## src/rtl/mem_arbiter.sv

```systemverilog
// mem_arbiter: round-robin arbiter that shares one single-ported data memory between
// port 0 (core MEM stage) and port 1 (debug/program loader).
// Latency: accept in T, memory strobe in T+1, response pulse in T+2+MEM_LATENCY.
// Backpressure: reqN_ready only in IDLE and only for the winning port; losers keep valid held.
// Ports: clk/rst (async, active-high); req0_*/rsp0_* and req1_*/rsp1_* requester sides;
//        mem_re/mem_we/mem_addr/mem_wdata/mem_rdata memory side; busy = FSM not in IDLE;
//        stat_grant0/stat_grant1/stat_conflict counters, built only when MEM_ARB_STATS_EN is
//        defined (otherwise tied to 0).
module mem_arbiter #(
  parameter int ADDR_WIDTH  = 32,
  parameter int DATA_WIDTH  = 32,
  parameter int MEM_LATENCY = 1,
  parameter int STATS_WIDTH = 16
) (
  input  logic                   clk,
  input  logic                   rst,
  input  logic                   req0_valid,
  output logic                   req0_ready,
  input  logic                   req0_we,
  input  logic [ADDR_WIDTH-1:0]  req0_addr,
  input  logic [DATA_WIDTH-1:0]  req0_wdata,
  output logic                   rsp0_valid,
  output logic [DATA_WIDTH-1:0]  rsp0_rdata,
  input  logic                   req1_valid,
  output logic                   req1_ready,
  input  logic                   req1_we,
  input  logic [ADDR_WIDTH-1:0]  req1_addr,
  input  logic [DATA_WIDTH-1:0]  req1_wdata,
  output logic                   rsp1_valid,
  output logic [DATA_WIDTH-1:0]  rsp1_rdata,
  output logic                   mem_re,
  output logic                   mem_we,
  output logic [ADDR_WIDTH-1:0]  mem_addr,
  output logic [DATA_WIDTH-1:0]  mem_wdata,
  input  logic [DATA_WIDTH-1:0]  mem_rdata,
  output logic                   busy,
  output logic [STATS_WIDTH-1:0] stat_grant0,
  output logic [STATS_WIDTH-1:0] stat_grant1,
  output logic [STATS_WIDTH-1:0] stat_conflict
);

  if (MEM_LATENCY < 1) begin : g_lat_chk
    $error("mem_arbiter: MEM_LATENCY must be >= 1");
  end

  // The counter only has to hold MEM_LATENCY-1.
  localparam int CNT_W = (MEM_LATENCY > 1) ? $clog2(MEM_LATENCY) : 1;

  typedef enum logic [1:0] {
    S_IDLE  = 2'd0,
    S_ISSUE = 2'd1,
    S_WAIT  = 2'd2,
    S_RESP  = 2'd3
  } state_t;

  state_t                state_q, state_d;
  logic                  last_grant_q, last_grant_d;
  logic                  id_q, id_d;
  logic                  we_q, we_d;
  logic [ADDR_WIDTH-1:0] addr_q, addr_d;
  logic [DATA_WIDTH-1:0] wdata_q, wdata_d;
  logic [CNT_W-1:0]      cnt_q, cnt_d;
  logic [DATA_WIDTH-1:0] rsp0_rdata_q, rsp0_rdata_d;
  logic [DATA_WIDTH-1:0] rsp1_rdata_q, rsp1_rdata_d;

  logic any_vld, both_vld, win_id, idle;
  logic [DATA_WIDTH-1:0] cap_dat;

  assign idle     = (state_q == S_IDLE);
  assign any_vld  = req0_valid | req1_valid;
  assign both_vld = req0_valid & req1_valid;
  // On a tie the port that did not win last time goes; otherwise the lone requester wins.
  assign win_id   = both_vld ? ~last_grant_q : req1_valid;

  // Gated by rst so ready reads 0 while reset is held, even with valid asserted.
  assign req0_ready = ~rst & idle & req0_valid & ~win_id;
  assign req1_ready = ~rst & idle & req1_valid & win_id;

  // Writes return zero as their response data.
  assign cap_dat = we_q ? '0 : mem_rdata;

  always_comb begin
    state_d      = state_q;
    last_grant_d = last_grant_q;
    id_d         = id_q;
    we_d         = we_q;
    addr_d       = addr_q;
    wdata_d      = wdata_q;
    cnt_d        = cnt_q;
    rsp0_rdata_d = rsp0_rdata_q;
    rsp1_rdata_d = rsp1_rdata_q;
    mem_re       = 1'b0;
    mem_we       = 1'b0;
    rsp0_valid   = 1'b0;
    rsp1_valid   = 1'b0;
    case (state_q)
      S_IDLE: begin
        if (any_vld) begin
          state_d      = S_ISSUE;
          id_d         = win_id;
          last_grant_d = win_id;
          we_d         = win_id ? req1_we    : req0_we;
          addr_d       = win_id ? req1_addr  : req0_addr;
          wdata_d      = win_id ? req1_wdata : req0_wdata;
        end
      end
      S_ISSUE: begin
        mem_re  = ~we_q;
        mem_we  = we_q;
        cnt_d   = CNT_W'(MEM_LATENCY - 1);
        state_d = S_WAIT;
      end
      S_WAIT: begin
        if (cnt_q == '0) begin
          // Captured straight into the per-port output register so the data
          // appears with the pulse and then holds until that port's next pulse.
          if (id_q) rsp1_rdata_d = cap_dat;
          else      rsp0_rdata_d = cap_dat;
          state_d = S_RESP;
        end else begin
          cnt_d = cnt_q - 1'b1;
        end
      end
      S_RESP: begin
        rsp0_valid = ~id_q;
        rsp1_valid = id_q;
        state_d    = S_IDLE;
      end
      default: state_d = S_IDLE;
    endcase
  end

  always_ff @(posedge clk or posedge rst) begin
    if (rst) begin
      state_q      <= S_IDLE;
      last_grant_q <= 1'b1;
      id_q         <= 1'b0;
      we_q         <= 1'b0;
      addr_q       <= '0;
      wdata_q      <= '0;
      cnt_q        <= '0;
      rsp0_rdata_q <= '0;
      rsp1_rdata_q <= '0;
    end else begin
      state_q      <= state_d;
      last_grant_q <= last_grant_d;
      id_q         <= id_d;
      we_q         <= we_d;
      addr_q       <= addr_d;
      wdata_q      <= wdata_d;
      cnt_q        <= cnt_d;
      rsp0_rdata_q <= rsp0_rdata_d;
      rsp1_rdata_q <= rsp1_rdata_d;
    end
  end

  // The latch holds address/data steady through ISSUE and WAIT.
  assign mem_addr   = addr_q;
  assign mem_wdata  = wdata_q;
  assign rsp0_rdata = rsp0_rdata_q;
  assign rsp1_rdata = rsp1_rdata_q;
  assign busy       = ~idle;

`ifdef MEM_ARB_STATS_EN
  logic [STATS_WIDTH-1:0] grant0_q, grant1_q, conflict_q;
  logic hs0, hs1, conflict;

  assign hs0      = req0_valid & req0_ready;
  assign hs1      = req1_valid & req1_ready;
  assign conflict = ~rst & idle & both_vld;

  // Saturating counters: stop at all-ones, cleared only by rst.
  always_ff @(posedge clk or posedge rst) begin
    if (rst) begin
      grant0_q   <= '0;
      grant1_q   <= '0;
      conflict_q <= '0;
    end else begin
      if (hs0 && !(&grant0_q))        grant0_q   <= grant0_q + 1'b1;
      if (hs1 && !(&grant1_q))        grant1_q   <= grant1_q + 1'b1;
      if (conflict && !(&conflict_q)) conflict_q <= conflict_q + 1'b1;
    end
  end

  assign stat_grant0   = grant0_q;
  assign stat_grant1   = grant1_q;
  assign stat_conflict = conflict_q;
`else
  assign stat_grant0   = '0;
  assign stat_grant1   = '0;
  assign stat_conflict = '0;
`endif

endmodule

```

## config.mk

```make
export PLATFORM = sky130hd
export DESIGN_NAME = mem_arbiter
export DESIGN_NICKNAME = d
export VERILOG_FILES = /design/src/rtl/mem_arbiter.sv
export SDC_FILE = /design/constraint.sdc
export NUM_CORES = 1
export LEC_CHECK = 0
export CORE_MARGIN = 2
export CORE_UTILIZATION = 35
export CTS_BUF_LIST = sky130_fd_sc_hd__clkbuf_16
export CTS_CLUSTER_DIAMETER = 100
export DETAILED_ROUTE_END_ITERATION = 7
export GPL_ROUTABILITY_DRIVEN = 0
export PLACE_DENSITY_LB_ADDON = 0.2
export SLEW_MARGIN = 20
export SYNTH_ARGS = -nofsm -noshare
export SYNTH_HDL_FRONTEND = slang
export SYNTH_SLANG_ARGS = --single-unit
```

## constraint.sdc

```tcl
create_clock -name clk -period 4.5 [get_ports clk]
set_clock_uncertainty 0.15 [all_clocks]
set_input_delay 0.675 -clock clk [delete_from_list [all_inputs] [get_ports clk]]
set_output_delay 0.675 -clock clk [all_outputs]
set_load 0.005 [all_outputs]
```

# --- After elaboration in Yosys (flattened, before gate mapping) ---
# Index checks and enable logic that the tools add are counted.
totals:
  ff_bits: 134
  latch_bits: 0
  mem_bits_rw: 0
  romBits: 0
  in_bits: 166
  out_inout_bits: 183
  wordCells: 49
  mem_count: 0
op_classes:
  addsub: 1
  mul: 0
  div: 0
  magnitude_cmp: 0
  n_eq_ne: 5
  shifts: 0
  muxes: 14
  n_bitwise: 14
  n_reduce_logical: 6
op_table:
  columns: ["cell", "n"]
  rows:
  - ["32-bit two-way mux", 3]
  - ["2-bit one-hot mux with 4 select lines", 1]
  - ["1-bit two-way mux", 7]
  - ["1-bit NOT", 7]
  - ["1-bit bitwise AND", 6]
  - ["3-bit AND reduction", 2]
  - ["2-bit equality test, second input constant", 2]
  - ["2-bit two-way mux", 2]
  - ["2-bit inequality test, second input constant", 2]
  - ["2-bit AND reduction", 2]
  - ["2-bit by 1-bit equality test with 1-bit output, second input constant", 1]
  - ["2-bit zero test", 1]
  - ["1-bit one-hot mux with 2 select lines", 1]
  - ["2-bit nonzero test", 1]
  - ["1-bit OR", 1]
  - ["1-bit subtractor, second input constant", 1]

# --- Logic depth before layout (Yosys ltp) ---
depth:
  ltp_word: 4
  mapped_depth: 7
  mapped_depth_nobuf: 5

# --- Worst setup path before layout ---
# OpenSTA, ideal clock, no wires.
synth_path:
  path_kind: "input to output"
  from: "in rst"
  to: "out req0_ready"
  t_arrival_ns: 3.936
  required_ns: 3.675
  path_slack_ns: -0.261
  cell_stages: 2
  n_path_buf: 0
  path_cell_list: "inv_1 -> and4_1"
synth_via:
  elab_chain_len: 4
synth_rtl:
  columns: ["item", "line_no", "source"]
  rows:
  - ["start, declared", "16", "input logic rst,"]
  - ["1-bit NOT", "76", "assign req0_ready = ~rst & idle & req0_valid & ~win_id;"]
  - ["1-bit bitwise AND (3 in series)", "76", null]
  - ["end, declared", "18", "output logic req0_ready,"]
# Every way passes these cells.

# --- Worst setup path in the final report ---
layout_path:
  from: "in req0_valid"
  to: "out req0_ready"
layout_via:
  elab_chain_len: 4
layout_rtl:
  columns: ["item", "line_no", "source"]
  rows:
  - ["start, declared", "17", "input logic req0_valid,"]
  - ["1-bit bitwise AND", "71", "assign both_vld = req0_valid & req1_valid;"]
  - ["1-bit two-way mux", "73", "assign win_id = both_vld ? ~last_grant_q : req1_valid;"]
  - ["1-bit NOT", "76", null]
  - ["1-bit bitwise AND (*)", "76", null]
# Every way passes the cells marked *; elsewhere a longest branch is shown, timed or not.

==> flow_metrics.env <==
export IMPL_status="finished clean"
export IMPL_sort_of_element_at_the_start_of_the_critical_path="primary input"
export IMPL_detail_route_first_pass_iterations=4
export IMPL_number_of_enable_type_register_cells_in_the_synthesized_netlist=0
export IMPL_clock_sinks=133
export IMPL_worst_path_largest_cell_delay_ps=700
export IMPL_totalPowerFinal_w=0.00596
export IMPL_sequential_cell_area_mm2=0.00333
export IMPL_dpl_hpwl_mm=13.5
export IMPL_ys_seq_area_frac=0.553
export IMPL_total_leakage_power_nw=4.17
export IMPL_die_h_um=135
export IMPL_setup_viol=0
export IMPL_dieArea_mm2=0.0183
export IMPL_nNetsFinal=1128
export IMPL_finalNonFillerCells=1191
export IMPL_antenna_found_initial=0
export IMPL_reg2reg_slack_ps=2120
export IMPL_synth_largest_area_cell="sky130_fd_sc_hd__dfrtp_1"
export IMPL_max_cap_violations=0
export IMPL_synth_top_cells_by_area="sky130_fd_sc_hd__dfrtp_1, sky130_fd_sc_hd__a21oi_1, sky130_fd_sc_hd__nand2_1"
export IMPL_fill_cells=1520
export IMPL_syn_area_per_cell_um2=8.90
export IMPL_io_buffer_count=300
export IMPL_met1_routed_length_mm=7.71
export IMPL_fin_crit_sh=0.691
export IMPL_synth_top_area_frac=0.549
export IMPL_timing_worst_setup_path_type="in2out"
export IMPL_die_width_um=135
export IMPL_global_route_wire_length_before_repair_mm=29.6
export IMPL_critical_path_max_fanout=8
export IMPL_final_layout_size_suffix_gt1_frac=0.0515
export IMPL_r2r_cells=6
export IMPL_cpMostUsedCell="sky130_fd_sc_hd__clkdlybuf4s50_1"
export IMPL_rsz0062_at_grt="no"
export IMPL_cts_htree_levels=4
export IMPL_cp_data_arrival_time_ps=2290
export IMPL_endpoint_kind="output pin"
export IMPL_yosysUniqueCellTypes=26
export IMPL_timing_final_crit_period_ps=3110
export IMPL_grt_pass1_vias=5582
export IMPL_antenna_violating_nets_post_route=0
export IMPL_powerDensity_mw_per_mm2=618
export IMPL_post_cts_repair_setup_buffers=0
export IMPL_route_met2_wl_mm=9.47
export IMPL_async_flop_share=1.00
export IMPL_number_of_vias_after_detailed_routing=5537
export IMPL_p_clk_frac=0.238
export IMPL_ir_drop_mv=0.322
export IMPL_dp_cells=1158
export IMPL_multiInputGateArea_mm2=0.00230
export IMPL_grt_start_max_net_pins=76
export IMPL_cp_cell_sequence="clkdlybuf4s50_1, a21bo_2, and4_1, clkdlybuf4s50_1"
export IMPL_clk_path_buf_depth=2
export IMPL_first_iter_violations=207
export IMPL_r2r_end="mem_wdata[20]$_DFFE_PP0P_"
export IMPL_tritoncts="built"
export IMPL_number_of_top_level_pins=349
export IMPL_detail_route_vias_per_cell=4.65
export IMPL_area_growth_pct=60.3
export IMPL_timing_worst_slew_pin_value_ps=747
export IMPL_worst_path_stages=4
export IMPL_clockRootBuffer="sky130_fd_sc_hd__clkbuf_16"
export IMPL_slew_headroom=0.502
export IMPL_clk_insertion_delay_late_ps=410
export IMPL_netSwitchingFraction=0.337
export IMPL_timing_hold_violations_final=0
export IMPL_min_delay_path_class="reg2reg"
export IMPL_clk_pin_slew_ps=60
export IMPL_start_util=0.360
export IMPL_internal_power_w=0.00395
export IMPL_worst_setup_path_endpoint="req0_ready"
export IMPL_max_freq_ghz=0.321
export IMPL_postSynth_topFlopCell="sky130_fd_sc_hd__dfrtp_1"
export IMPL_yosysWarningCount=0
export IMPL_detail_route_wl_per_cell_um=16.1
export IMPL_setup_tns_ps=0
export IMPL_postRouteWirelength_mm=19.2
export IMPL_core_area_mm2=0.0167
export IMPL_final_max_slew_violation_count=0
export IMPL_overflow=0
export IMPL_cts_resized_gates=0
export IMPL_post_synth_inst_count=676
export IMPL_critical_path_top_delay_family="buffers and inverters"
export IMPL_cp_data_required_time_ps=3670
export IMPL_crit_reg2reg_launch="state_q[0]$_DFFE_PP0P_"
export IMPL_crit_path_slowest_cell="sky130_fd_sc_hd__clkdlybuf4s50_1"
export IMPL_cts_hold_fix_buffers=0
export IMPL_antenna_cells_inserted=0
export IMPL_pwr_share_comb=0.430
export IMPL_cts_buffers=17
export IMPL_syn_area_mm2=0.00602
export IMPL_routed_wl_met3_mm=1.61
export IMPL_worstSetupStartpoint="req0_valid"
export IMPL_synth_register_bits=133
export IMPL_rows=47
export IMPL_top_signal_layer_used="met4"
export IMPL_track_usage=0.208
export IMPL_worstPathBufferInverterCount=2
export IMPL_most_frequent_cells_after_synthesis="sky130_fd_sc_hd__a21oi_1, sky130_fd_sc_hd__dfrtp_1, sky130_fd_sc_hd__nand2_1, sky130_fd_sc_hd__nor2_1, sky130_fd_sc_hd__o21ai_0"
export IMPL_drc=0
export IMPL_p_switching_w=0.00201
export IMPL_seq_power_share=0.332
[power by group through the flow]
stage                     Clock (W)  Sequential [W]  Combinational (W)
after global routing        0.00150         0.00204            0.00285
after floorplan                   0         0.00201            0.00111
after global placement            0         0.00198            0.00257
final                       0.00142         0.00198            0.00256
after CTS                   0.00144         0.00198            0.00260
after detailed placement          0         0.00199            0.00259
[stage by stage]
step / util / setup WS, ps / cell area [um2] / hold WS, ps
2_1_floorplan: - / 440 / 6200 / 323
3_3_place_gp: 0.539 / 1390 / 9000 / 311
3_5_place_dp: 0.539 / 1400 / 9000 / 320
4_1_cts: 0.575 / 1390 / 9610 / 333
5_1_grt: 0.577 / 1360 / 9640 / 347
6_report: 0.577 / 1390 / 9640 / 326
[tightest hold or removal path, delay by kind of cell (launching register included)]
kind	cells	cell delay [ps]
DFF	1	340
AOI/OAI and AO/OA	1	60
and+or+nand+nor	1	40
[flip-flops by register name, indices dropped and copies added, names as in the netlist]
register,flops
mem_addr,32
mem_wdata,32
last_grant_q,1
rsp1_rdata,32
we_q,1
rsp0_rdata,32
id_q,1
state_q,2
[layout by cell type (no fill, tap or decap), types with 3 or more instances in the layout]
cell / instances
sky130_fd_sc_hd__buf_4: 6
sky130_fd_sc_hd__nand2b_1: 32
sky130_fd_sc_hd__clkbuf_16: 17
sky130_fd_sc_hd__ha_1: 4
sky130_fd_sc_hd__dfrtp_1: 132
sky130_fd_sc_hd__inv_1: 3
sky130_fd_sc_hd__conb_1: 48
sky130_fd_sc_hd__clkdlybuf4s50_1: 300
sky130_fd_sc_hd__o21ai_0: 64
sky130_fd_sc_hd__inv_6: 4
sky130_fd_sc_hd__nor2_1: 66
sky130_fd_sc_hd__clkinvlp_4: 5
sky130_fd_sc_hd__nand2_1: 130
sky130_fd_sc_hd__a21oi_1: 132
sky130_fd_sc_hd__bufinv_16: 3
[layout make-up]
| class | instances | area share |
|---|---|---|
| Sequential cell | 133 | 0.345 |
| Inverter | 4 | 0.00195 |
| Clock inverter | 15 | 0.0184 |
| Timing Repair Buffer | 309 | 0.323 |
| Multi-Input combinational cell | 493 | 0.239 |
| Clock buffer | 17 | 0.0441 |
| Tap cell | 220 | 0.0285 |
[routing by layer]
layer  global-route usage  vias up
li1                     -     2683
met1                0.244     2616
met2                0.354      206
met3               0.0766       32
met4               0.0700        0
met5                    0        -
[logic make-up after synthesis]
family | Yosys count | synth area share
multiplexers | 1 | 0.00249
adder cells (fa/ha/maj) | 4 | 0.00832
flip-flops | 133 | 0.553
AO/OA/AOI/OAI | 202 | 0.170
other | 1 | 0.000623
buffers and inverters | 97 | 0.0998
AND/OR/NAND/NOR | 238 | 0.166
[worst min-delay path by stage]
stage | start | endpoint | depth (start not counted)
detailed placement | rsp0_rdata[16]$_DFFE_PP0P_ | rsp0_rdata[16]$_DFFE_PP0P_ | 2
finish | rsp0_rdata[8]$_DFFE_PP0P_ | rsp0_rdata[8]$_DFFE_PP0P_ | 2
global route | rsp0_rdata[9]$_DFFE_PP0P_ | rsp0_rdata[9]$_DFFE_PP0P_ | 2
floorplan | rsp0_rdata[0]$_DFFE_PP0P_ | rsp0_rdata[0]$_DFFE_PP0P_ | 2
global placement | rsp0_rdata[20]$_DFFE_PP0P_ | rsp0_rdata[20]$_DFFE_PP0P_ | 2
CTS | rsp0_rdata[16]$_DFFE_PP0P_ | rsp0_rdata[16]$_DFFE_PP0P_ | 2
Note: power is estimated with default switching activity, not from simulation.
